==> src/rtl/ucsbece154b_perfmon.sv <==
// ucsbece154b_perfmon: superscalar pipeline performance monitor.
// Counts run cycles, retired-looking instructions, branches/jumps and their
// mispredictions across NSLOT issue slots, and detects halt (idle spin) and
// cycle-budget timeout.
module ucsbece154b_perfmon #(
    parameter int NSLOT       = 2,
    parameter int CW          = 32,
    parameter int SAT         = 0,
    parameter int HALT_CYCLES = 2,
    parameter int MAX_CYCLES  = 500
) (
    input  logic                  clk,
    input  logic                  reset,
    input  logic                  en_i,
    input  logic                  clear_i,
    input  logic [NSLOT-1:0]      valid_i,
    input  logic [32*NSLOT-1:0]   instr_i,
    input  logic [32*NSLOT-1:0]   pc_i,
    input  logic [NSLOT-1:0]      is_branch_i,
    input  logic [NSLOT-1:0]      is_jump_i,
    input  logic [NSLOT-1:0]      miss_i,
    input  logic [2:0]            sel_i,
    output logic [CW-1:0]         rdata_o,
    output logic [1:0]            state_o,
    output logic                  overflow_o
);

    localparam int IW = $clog2(NSLOT + 1);
    // The budget counter is kept separately from the cycles counter so that a
    // narrow, wrapping cycles counter still times out at the true cycle count.
    localparam int BW = $clog2(MAX_CYCLES + 1);
    localparam logic [31:0] NOP = 32'h0000_0013;

    localparam int C_CYC  = 0;
    localparam int C_INS  = 1;
    localparam int C_BR   = 2;
    localparam int C_BRM  = 3;
    localparam int C_JMP  = 4;
    localparam int C_JMM  = 5;

    typedef enum logic [1:0] {
        IDLE    = 2'd0,
        RUN     = 2'd1,
        HALTED  = 2'd2,
        TIMEOUT = 2'd3
    } state_t;

    state_t                state;
    logic [CW-1:0]         cnt      [0:5];
    logic [CW-1:0]         cnt_next [0:5];
    logic [IW-1:0]         inc      [0:5];
    logic [5:0]            carry;
    logic [7:0]            idle_run;
    logic [7:0]            idle_next;
    logic [BW-1:0]         budget;
    logic [BW-1:0]         budget_next;
    logic [32*NSLOT-1:0]   prev_pc;
    logic                  idle;
    logic                  overflow;
    logic                  halt_hit;
    logic                  timeout_hit;

    // Per-cycle increments from the slot inputs plus the idle-cycle detection.
    always_comb begin
        for (int i = 0; i < 6; i++) inc[i] = '0;
        inc[C_CYC] = IW'(1);
        idle = 1'b1;
        for (int k = 0; k < NSLOT; k++) begin
            if (valid_i[k] && instr_i[32*k +: 32] != 32'h0 && instr_i[32*k +: 32] != NOP)
                inc[C_INS] = inc[C_INS] + IW'(1);
            if (is_branch_i[k])              inc[C_BR]  = inc[C_BR]  + IW'(1);
            if (is_branch_i[k] && miss_i[k]) inc[C_BRM] = inc[C_BRM] + IW'(1);
            if (is_jump_i[k])                inc[C_JMP] = inc[C_JMP] + IW'(1);
            if (is_jump_i[k] && miss_i[k])   inc[C_JMM] = inc[C_JMM] + IW'(1);
            if (pc_i[32*k +: 32] != prev_pc[32*k +: 32] || instr_i[32*k +: 32] != NOP)
                idle = 1'b0;
        end
    end

    // Candidate counter values with wrap or saturate on carry-out.
    always_comb begin
        logic [CW:0] sum;
        for (int i = 0; i < 6; i++) begin
            sum = {1'b0, cnt[i]} + (CW+1)'(inc[i]);
            carry[i] = sum[CW];
            if (sum[CW] && SAT != 0) cnt_next[i] = '1;
            else                     cnt_next[i] = sum[CW-1:0];
        end
        idle_next   = idle ? ((idle_run == 8'hFF) ? 8'hFF : idle_run + 8'd1) : 8'd0;
        budget_next = budget + BW'(1);
        halt_hit    = (idle_next == 8'(HALT_CYCLES));
        timeout_hit = (budget_next == BW'(MAX_CYCLES));
    end

    // Previous-cycle PC capture runs in every state and ignores clear.
    always_ff @(posedge clk or posedge reset) begin
        if (reset) prev_pc <= '1;
        else       prev_pc <= pc_i;
    end

    // Main FSM: counting in RUN, halt/timeout detection, clear and hold.
    always_ff @(posedge clk or posedge reset) begin
        if (reset) begin
            state    <= IDLE;
            idle_run <= '0;
            budget   <= '0;
            overflow <= 1'b0;
            for (int i = 0; i < 6; i++) cnt[i] <= '0;
        end else if (clear_i) begin
            state    <= IDLE;
            idle_run <= '0;
            budget   <= '0;
            overflow <= 1'b0;
            for (int i = 0; i < 6; i++) cnt[i] <= '0;
        end else begin
            case (state)
                IDLE: begin
                    if (en_i) state <= RUN;
                end
                RUN: begin
                    for (int i = 0; i < 6; i++) cnt[i] <= cnt_next[i];
                    overflow <= overflow | (|carry);
                    idle_run <= idle_next;
                    budget   <= budget_next;
                    if (halt_hit)         state <= HALTED;
                    else if (timeout_hit) state <= TIMEOUT;
                    else if (!en_i)       state <= IDLE;
                end
                default: ;
            endcase
        end
    end

    assign state_o    = state;
    assign overflow_o = overflow;

    // Combinational readout mux.
    always_comb begin
        rdata_o = '0;
        case (sel_i)
            3'd0: rdata_o = cnt[C_CYC];
            3'd1: rdata_o = cnt[C_INS];
            3'd2: rdata_o = cnt[C_BR];
            3'd3: rdata_o = cnt[C_BRM];
            3'd4: rdata_o = cnt[C_JMP];
            3'd5: rdata_o = cnt[C_JMM];
            3'd6: rdata_o[2:0] = {overflow, state};
            default: rdata_o = '0;
        endcase
    end

endmodule

==> config.mk <==
export PLATFORM = sky130hd
export DESIGN_NAME = ucsbece154b_perfmon
export DESIGN_NICKNAME = d
export VERILOG_FILES = /design/src/rtl/ucsbece154b_perfmon.sv
export SDC_FILE = /design/constraint.sdc
export NUM_CORES = 1
export LEC_CHECK = 0
export ABC_AREA = 1
export BUFFER_PORTS_ARGS = -buffer_cell sky130_fd_sc_hd__buf_2
export CAP_MARGIN = 20
export CORE_MARGIN = 4
export CORE_UTILIZATION = 40
export CTS_CLUSTER_SIZE = 24
export DETAILED_ROUTE_END_ITERATION = 7
export MAX_ROUTING_LAYER = met4
export PLACE_DENSITY = 0.68
export SYNTH_ARGS = -nofsm -noshare
export SYNTH_HDL_FRONTEND = slang
export SYNTH_SLANG_ARGS = --single-unit
==> constraint.sdc <==
create_clock -name clk -period 13.2 [get_ports clk]
set_clock_uncertainty 0.05 [all_clocks]
set_input_delay 1.98 -clock clk [delete_from_list [all_inputs] [get_ports clk]]
set_output_delay 1.98 -clock clk [all_outputs]
set_load 0.03 [all_outputs]
**After elaboration in Yosys (flattened, before gate mapping)**

Index checks and enable logic that the tools add are counted.

- Multiplexer cells: 30
- Reductions and logical operators: 18
- Bitwise gates (word level): 1
- Shifts and indexed selects: 0
- Magnitude comparators: 0
- Div/mod/pow operators: 0
- Eq/ne operators: 16
- Add/sub/neg operators: 13
- Multiply operators: 0

Operator list:

| cell | number |
|---|---|
| two-way mux 192 bit | 2 |
| one-hot mux 29 bit (6 select lines) | 1 |
| adder 32 x 2 -> 33 bit | 5 |
| inequality test 32 bit | 2 |
| inequality test 32 x 5 -> 1 bit (second input constant) | 2 |
| nonzero test 32 bit | 2 |
| adder 32 x 1 -> 33 bit (second input constant) | 1 |
| two-way mux 8 bit | 4 |
| one-hot mux 3 bit (7 select lines) | 1 |
| two-way mux 2 bit | 10 |
| two-way mux 9 bit | 2 |
| adder 2 x 1 -> 2 bit (second input constant) | 5 |
| adder 9 x 1 -> 9 bit (second input constant) | 1 |
| == test 3 bit (second input constant) | 3 |
| == test 9 bit (second input constant) | 1 |
| two-way mux 1 bit | 9 |
| adder 8 x 1 -> 8 bit (second input constant) | 1 |
| == test 8 x 2 -> 1 bit (second input constant) | 1 |
| == test 8 bit (second input constant) | 1 |
| logical AND 1 bit | 8 |
| == test 3 x 2 -> 1 bit (second input constant) | 2 |
| OR reduction 6 bit | 1 |
| inequality test 5 bit (second input constant) | 1 |
| one-hot mux 2 bit (2 select lines) | 1 |
| other kinds (10) | 11 |

- Memory bits (writable): 0
- Word-level logic and storage cells: 89
- Register bits: 276
- Bits in latches: 0
- Memories kept: 0
- Bits in read-only memories: 0
- Bits of input ports: 143
- Output and inout bits: 35

**Logic depth before layout (Yosys ltp)**

Gate-level depths: netlist of the first run.

- Word-level depth: 11
- Depth in mapped cells: 21
- Mapped depth without buffers: 21

**Worst setup path after synthesis of the first run**

Ideal clock, no wire load.

- Path kind: input to output
- From: input port sel_i[1]
- To: output port rdata_o[18]
- Data required time: 11.170 ns
- Stages on the path: 7
- Buffers on the path: 1
- Path slack: 7.820 ns
- Arrival: 3.350 ns
- Path through: inv_1 > nor3_1 > inv_1 > clkbuf_1 > o22ai_1 > a21oi_1 > o211ai_1

- Word-level cells in the longest chain between the ends: 2
- Elaborated cells between the ends (all ways): 7
- Those cells by class: 5 x eq/ne; 1 x mux; 1 x reduce/logical

Ends and longest elaborated chain:

| item | RTL line | source |
|---|---|---|
| start, declared | 22 | `input logic [2:0] sel_i,` |
| == test 3 bit, or another cell as far along | 140 | `case (sel_i)` |
| one-hot mux 29 bit (6 select lines) (*) | 140 |  |
| end, declared | 23 | `output logic [CW-1:0] rdata_o,` |

Mark *: on every way between the ends. The rest lies on a longest branch, timed or not.

**Worst setup path after layout of the first run**

- From: input port sel_i[0]
- To: output port rdata_o[15]

The elaborated chain is that of the path after synthesis.

==> metrics.md, run 1 <==
| Metric | Value |
|---|---|
| Peak VDD IR | 0.08320 mV |
| Post-CTS resize count | 0 |
| Netlist cell types | 60 |
| Synth Area in Simple Gates | 30.04% |
| Vias | 16740 |
| Post-Syn Area | 16710 um2 |
| CTS buffer count | 34 |
| Routed Antenna Nets | 0 |
| Initial antenna violation count | 2 |
| Status | completed |
| Post-Syn Nets | 2495 |
| Die H | 212.4 um |
| Clock edge transition at the registers on the reported setup and hold paths | 60 ps |
| Die area | 45120 um2 |
| Largest family of logic cells by synthesized area | simple AND/OR/NAND/NOR gates |
| Share of cells above drive strength 1 | 14.57% |
| Critical path startpoint | sel_i[0] |
| Max cap viols | 0 |
| Hold WC Path Type | flip-flop to flip-flop |
| Reg-to-reg critical path startpoint | state_o[1]$_DFFE_PP0P_ |
| CP Capture Type | output pin |
| Clk sinks | 276 |
| Multiplexer share of the synthesized area | 0% |
| Worst setup path endpoint | rdata_o[15] |
| PortBufs | 177 |
| Worst-case clock buffer depth | 3 |
| Global route overflow | 0 |
| Starting DRT DRC Count | 1506 |
| CORE AREA | 41110 um2 |
| RSZ-0062 raised after global routing | no |
| Clk Latency, worst-skew pair | 540 ps |
| Hold buffers post-CTS | 0 |
| Synth Area in Adders | 1.947% |
| Area grow syn2layout | 15.70% |
| Residual DRC | 0 |
| Final-report hold violation count | 0 |
| IO Pins | 178 |
| Most common cell in the netlist | nand2_1 |
| Pwr Density | 105.4 nW/um2 |
| Leakage | 8.894 nW |
| TritonCTS clock tree | built |
| Synth area leaders | dfrtp_1, nand2_1, dfstp_2, inv_1, nor2_1 |
| Critical path class | input pin to output pin |
| Final period util | 46.03% |
| Post-synth EDFFs | 0 |
| HPWL Detailed | 41.13 mm |
| Final nets | 2673 |
| Initial core utilization | 40.65% |
| R2R depth | 13 |
| Synth cell count leaders | nand2_1, inv_1, nor2_1, dfrtp_1, a21oi_1 |
| Synth top area share | 31.74% |
| Routed WL | 54.61 mm |
| Rows | 74 |
| H-tree levels | 2 |
| Yosys top cell by area | dfrtp_1 |
| Post-Synthesis Cells | 2329 |
| Least-Margin Pin Slew | 1008 ps |
| Final Util | 47.04% |
| Clk root buf | clkbuf_16 |
| Seq/Total Area, Yosys | 41.81% |
| Worst r2r dst | cnt[62]$_DFFE_PP0P_ |
| Worst EP arrival | 4050 ps |
| Max Slew Vio Count | 0 |
| DR vias/cell | 5.456 |
| Routability congestion estimate | 0.9657 |
| TNS Setup | 0 ps |
| Min cycle time layout | 6075 ps |
| Worst slew margin relative to its limit | 32.82% |
| Worst-path fanout max | 22 |
| Final non-filler cell total | 3067 |
| Synth async-reset ratio | 100.0% |
| Worst EP required | 11170 ps |
| First-pass GRT wire length | 85.66 mm |
| Total global-route track usage | 24.54% |
| Avg Inst Size Synth | 7.176 um2 |
| Compound-Gate Fraction of Synth Area | 14.64% |
| R2R setup slack | 9760 ps |
| Mean routed wirelength per cell | 17.81 um |
| Max frequency | 164.6 MHz |
| Final setup vio count | 0 |
| Post-synthesis xor/xnor area fraction | 1.363% |
| Yosys reg bits | 276 |
| Vias in the first global route | 15910 |
| Worst Setup Start Kind | input pin |
| Design Power | 2.037 mW |
| Dominant synthesized flop cell | dfrtp_1 |
| First-pass detailed-route iteration total | 6 |
| Postcts setup bufs | 0 |
| Hold slack | 455.1 ps |
| YS warnings | 0 |
| Largest net degree at the start of global routing | 93 |
| Placed Cells | 3003 |
| Die Width | 212.4 um |
==> area by class of cell <==
type | count | area, um2
fillers | 4060 | 21770
multi-input cells | 1601 | 8036
flip-flops and latches | 276 | 6987
inverters | 400 | 1509
repair buffers | 194 | 1013
clock buffers | 47 | 949.7
well taps | 532 | 665.6
clock inverters | 15 | 170.2
diodes | 2 | 5.005
==> logic make-up after synthesis <==
kind of cell               after synthesis
AOI/OAI and AO/OA                      403
xor gates and xnor gates                26
adders and majority gates               23
buffers and inverters                  452
DFF                                    276
and+or+nand+nor                       1149
==> state kept, by name (all words and copies together) (netlist names) <==
register and count:
prev_pc 64, budget 9, cnt 192, state_o 2, overflow_o 1, idle_run 8
==> cell usage in the layout, fill, tap and decap left out, drive strengths merged, types with 25 or more instances in the layout <==
cell type    n
nor2       291
clkbuf      47
dfstp       64
a221oi      32
nand2      573
o22ai       32
dfrtp      212
nand4       48
inv        401
nor3       103
nand3       86
buf        194
a21oi      133
o21ai      111
nor4        25
==> stage by stage <==
stage          setup WS (ps)  cell area (um2)
2_1_floorplan           3667            16710
3_3_place_gp            7287            18210
3_5_place_dp            7202            18210
4_1_cts                 7191            19330
5_1_grt                 7088            19340
6_report                7125            19340
==> metal layers <==
layer	vias up	GRT usage [%]	routed length, um
li1	7997	-	-
met4	0	7.397	1459
met5	-	-	0
met1	7998	34.29	24090
met3	97	3.822	4466
met2	643	37.13	24600
==> critical path: stages <==
cell      delay [ps]
buf_2            120
inv_1            120
nor3_1            60
buf_4            180
inv_1            700
o22ai_1          170
a221oi_1         280
o211ai_1         200
buf_2            220
==> worst min-delay path by stage <==
stage                          startpoint               endpoint  slack [ps]  depth (start not counted)
finish               cnt[135]$_DFFE_PP0P_   cnt[136]$_DFFE_PP0P_         460                          1
global route          cnt[71]$_DFFE_PP0P_    cnt[71]$_DFFE_PP0P_         480                          1
CTS                   cnt[71]$_DFFE_PP0P_    cnt[71]$_DFFE_PP0P_         460                          1
detailed placement   cnt[135]$_DFFE_PP0P_   cnt[136]$_DFFE_PP0P_         440                          1
global placement    budget[3]$_DFFE_PP0P_  budget[3]$_DFFE_PP0P_         440                          1
floorplan             cnt[99]$_DFFE_PP0P_    cnt[99]$_DFFE_PP0P_         400                          1
==> report_power, final <==
part	internal [mW]	total, mW	switching [mW]
sequential	0.871	0.885	0.0140
combinational	0.0564	0.198	0.141
clock	0.566	0.954	0.388
total	1.49	2.04	0.544
Note: power is estimated with default switching activity, not from simulation.
==> run 2: changes to the inputs <==
--- a/config.mk
+++ b/config.mk
@@ -13,7 +13,7 @@
 export CTS_CLUSTER_SIZE = 24
 export DETAILED_ROUTE_END_ITERATION = 7
 export MAX_ROUTING_LAYER = met4
-export PLACE_DENSITY = 0.68
+export PLACE_DENSITY = 0.7
 export SYNTH_ARGS = -nofsm -noshare
 export SYNTH_HDL_FRONTEND = slang
 export SYNTH_SLANG_ARGS = --single-unit
==> constraint.sdc (replaced) <==
create_clock -name clk -period 5.15 [get_ports clk]
set_clock_uncertainty 0.05 [all_clocks]
set_input_delay 0.7725 -clock clk [delete_from_list [all_inputs] [get_ports clk]]
set_output_delay 0.7725 -clock clk [all_outputs]
set_load 0.03 [all_outputs]
==> metrics.md, run 2 (synthesis gave the netlist of run 1 again) <==
| Metric | Value |
|---|---|
| Post-CTS resize count | 0 |
| CTS buffer count | 31 |
| H-tree levels | 1 |
| Clk root buf | clkbuf_16 |
| HPWL Detailed | 39.62 mm |
| Vias | 16650 |
| Mean routed wirelength per cell | 17.22 um |
| First-pass detailed-route iteration total | 6 |
| Worst-path fanout max | 17 |
| Leakage | 8.888 nW |
| DR vias/cell | 5.426 |
| Min cycle time layout | 3740 ps |
| Final setup vio count | 0 |
| Hold buffers post-CTS | 0 |
| Max Slew Vio Count | 0 |
| Rows | 74 |
| Clk Latency, worst-skew pair | 580 ps |
| Die Width | 212.4 um |
| Worst EP arrival | 2920 ps |
| Hold WC Path Type | input pin to async pin |
| Placed cell areas | 18280 um2 |
| Critical path class | input pin to output pin |
| Worst slew margin relative to its limit | 37.65% |
| Worst EP required | 4330 ps |
| R2R setup slack | 2110 ps |
| Initial antenna violation count | 5 |
| Worst Setup Start Kind | input pin |
| Routed Antenna Nets | 0 |
| CP Capture Type | output pin |
| Largest net degree at the start of global routing | 82 |
| Pwr Density | 261.8 nW/um2 |
| Peak VDD IR | 0.2435 mV |
| Starting DRT DRC Count | 1707 |
| CORE AREA | 41110 um2 |
| Max FFs per register | 192 |
| Share of cells above drive strength 1 | 14.65% |
| Die area | 45120 um2 |
| IO Pins | 178 |
| Total global-route track usage | 23.72% |
| Max frequency | 267.4 MHz |
| Worst-case clock buffer depth | 3 |
| Most common cell after layout, fill and taps aside | nand2_1 |
| RSZ-0062 raised after global routing | no |
| Max cap viols | 0 |
| Clk sinks | 276 |
| TritonCTS clock tree | built |
| Initial core utilization | 40.65% |
| TNS Setup | 0 ps |
| Largest register by flop count | cnt |
| Final-report hold violation count | 0 |
| Residual DRC | 0 |
| Clock edge transition at the registers on the reported setup and hold paths | 60 ps |
| Die H | 212.4 um |
| Postcts setup bufs | 0 |
| Largest registers | cnt x192, prev_pc x64, budget x9 |
| Status | completed |
| PortBufs | 177 |
| Least-Margin Pin Slew | 928.2 ps |
| Vias in the first global route | 15920 |
| Global route overflow | 0 |
| Routability congestion estimate | 0.9315 |
| First-pass GRT wire length | 83.61 mm |
| Routed WL | 52.83 mm |
| R2R depth | 11 |
| Final nets | 2674 |
| Finished Cell Area | 19330 um2 |
| Final period util | 72.63% |
| Commonest cells after routing, fill and taps aside | nand2_1, inv_1, nor2_1 |
| Area grow syn2layout | 15.68% |
| Filler instances | 4039 |
[run 2: changes by cell type in the layout (fill, tap and decap cells not counted), sizes merged]
cell	before	now
buf	194	198
inv	401	399
clkinvlp	0	1
bufinv	3	2
diode	2	5
clkinv	11	8
[run 2: metal layers]
layer | vias up | global-route usage (%) | part of all wire (%)
met5 | - | - | 0
met4 | 0 | 9.085 | 3.8
met3 | 107 | 2.700 | 8.2
met2 | 682 | 37.00 | 45
met1 | 7852 | 32.01 | 43
li1 | 8012 | - | -
[run 2: cell type report]
| cell class | instances | area (um2) | area share (%) |
|---|---|---|---|
| Clock inverter | 10 | 107.6 | 0.5566 |
| Antenna cell | 5 | 12.51 | 0.06472 |
| Tap cell | 532 | 665.6 | 3.443 |
| Sequential cell | 276 | 6987 | 36.14 |
| Timing Repair Buffer | 198 | 1081 | 5.592 |
| Multi-Input combinational cell | 1601 | 8036 | 41.57 |
| Inverter | 400 | 1505 | 7.786 |
| Clock buffer | 47 | 937.1 | 4.848 |
[run 2: final timing paths]
check	endpoint	startpoint
hold / removal	idle_run[0]$_DFFE_PP0P_	reset
min in group clk	prev_pc[62]$_DFF_PP1_	pc_i[62]
max in group asynchronous	cnt[132]$_DFFE_PP0P_	reset
setup reg to reg	cnt[113]$_DFFE_PP0P_	state_o[1]$_DFFE_PP0P_
setup / recovery	rdata_o[22]	sel_i[1]
hold reg to reg	cnt[136]$_DFFE_PP0P_	cnt[135]$_DFFE_PP0P_
[run 2: worst max-delay path, stage by stage]
cell,delay (ps)
buf_2,130
inv_1,130
nor3_2,60
buf_4,200
inv_1,70
buf_4,240
o21ai_0,170
a221oi_1,550
o221ai_1,330
buf_2,260
[run 2: metrics by stage]
step / worst slack, ps / hold slack, ps / utilization, % / power [mW] / instances
final: 1410 / 94.44 / 47.03 / 5.062 / 3069
after global routing: 1162 / 86.93 / 47.03 / 5.258 / 3069
after CTS: 1574 / 77.29 / 47.00 / 5.098 / 3064
after detailed placement: 999.3 / 431.5 / 44.45 / 2.817 / 3007
after global placement: 1125 / 427.2 / 44.45 / 2.802 / 3007
after floorplan: 728.4 / 404.9 / - / 2.603 / 2329
[run 2: report_power, final]
group	switching [mW]	internal [mW]	total (mW)
Combinational	0.365	0.149	0.514
Sequential	0.0354	2.23	2.27
Clock	0.931	1.35	2.28
Total	1.33	3.73	5.06
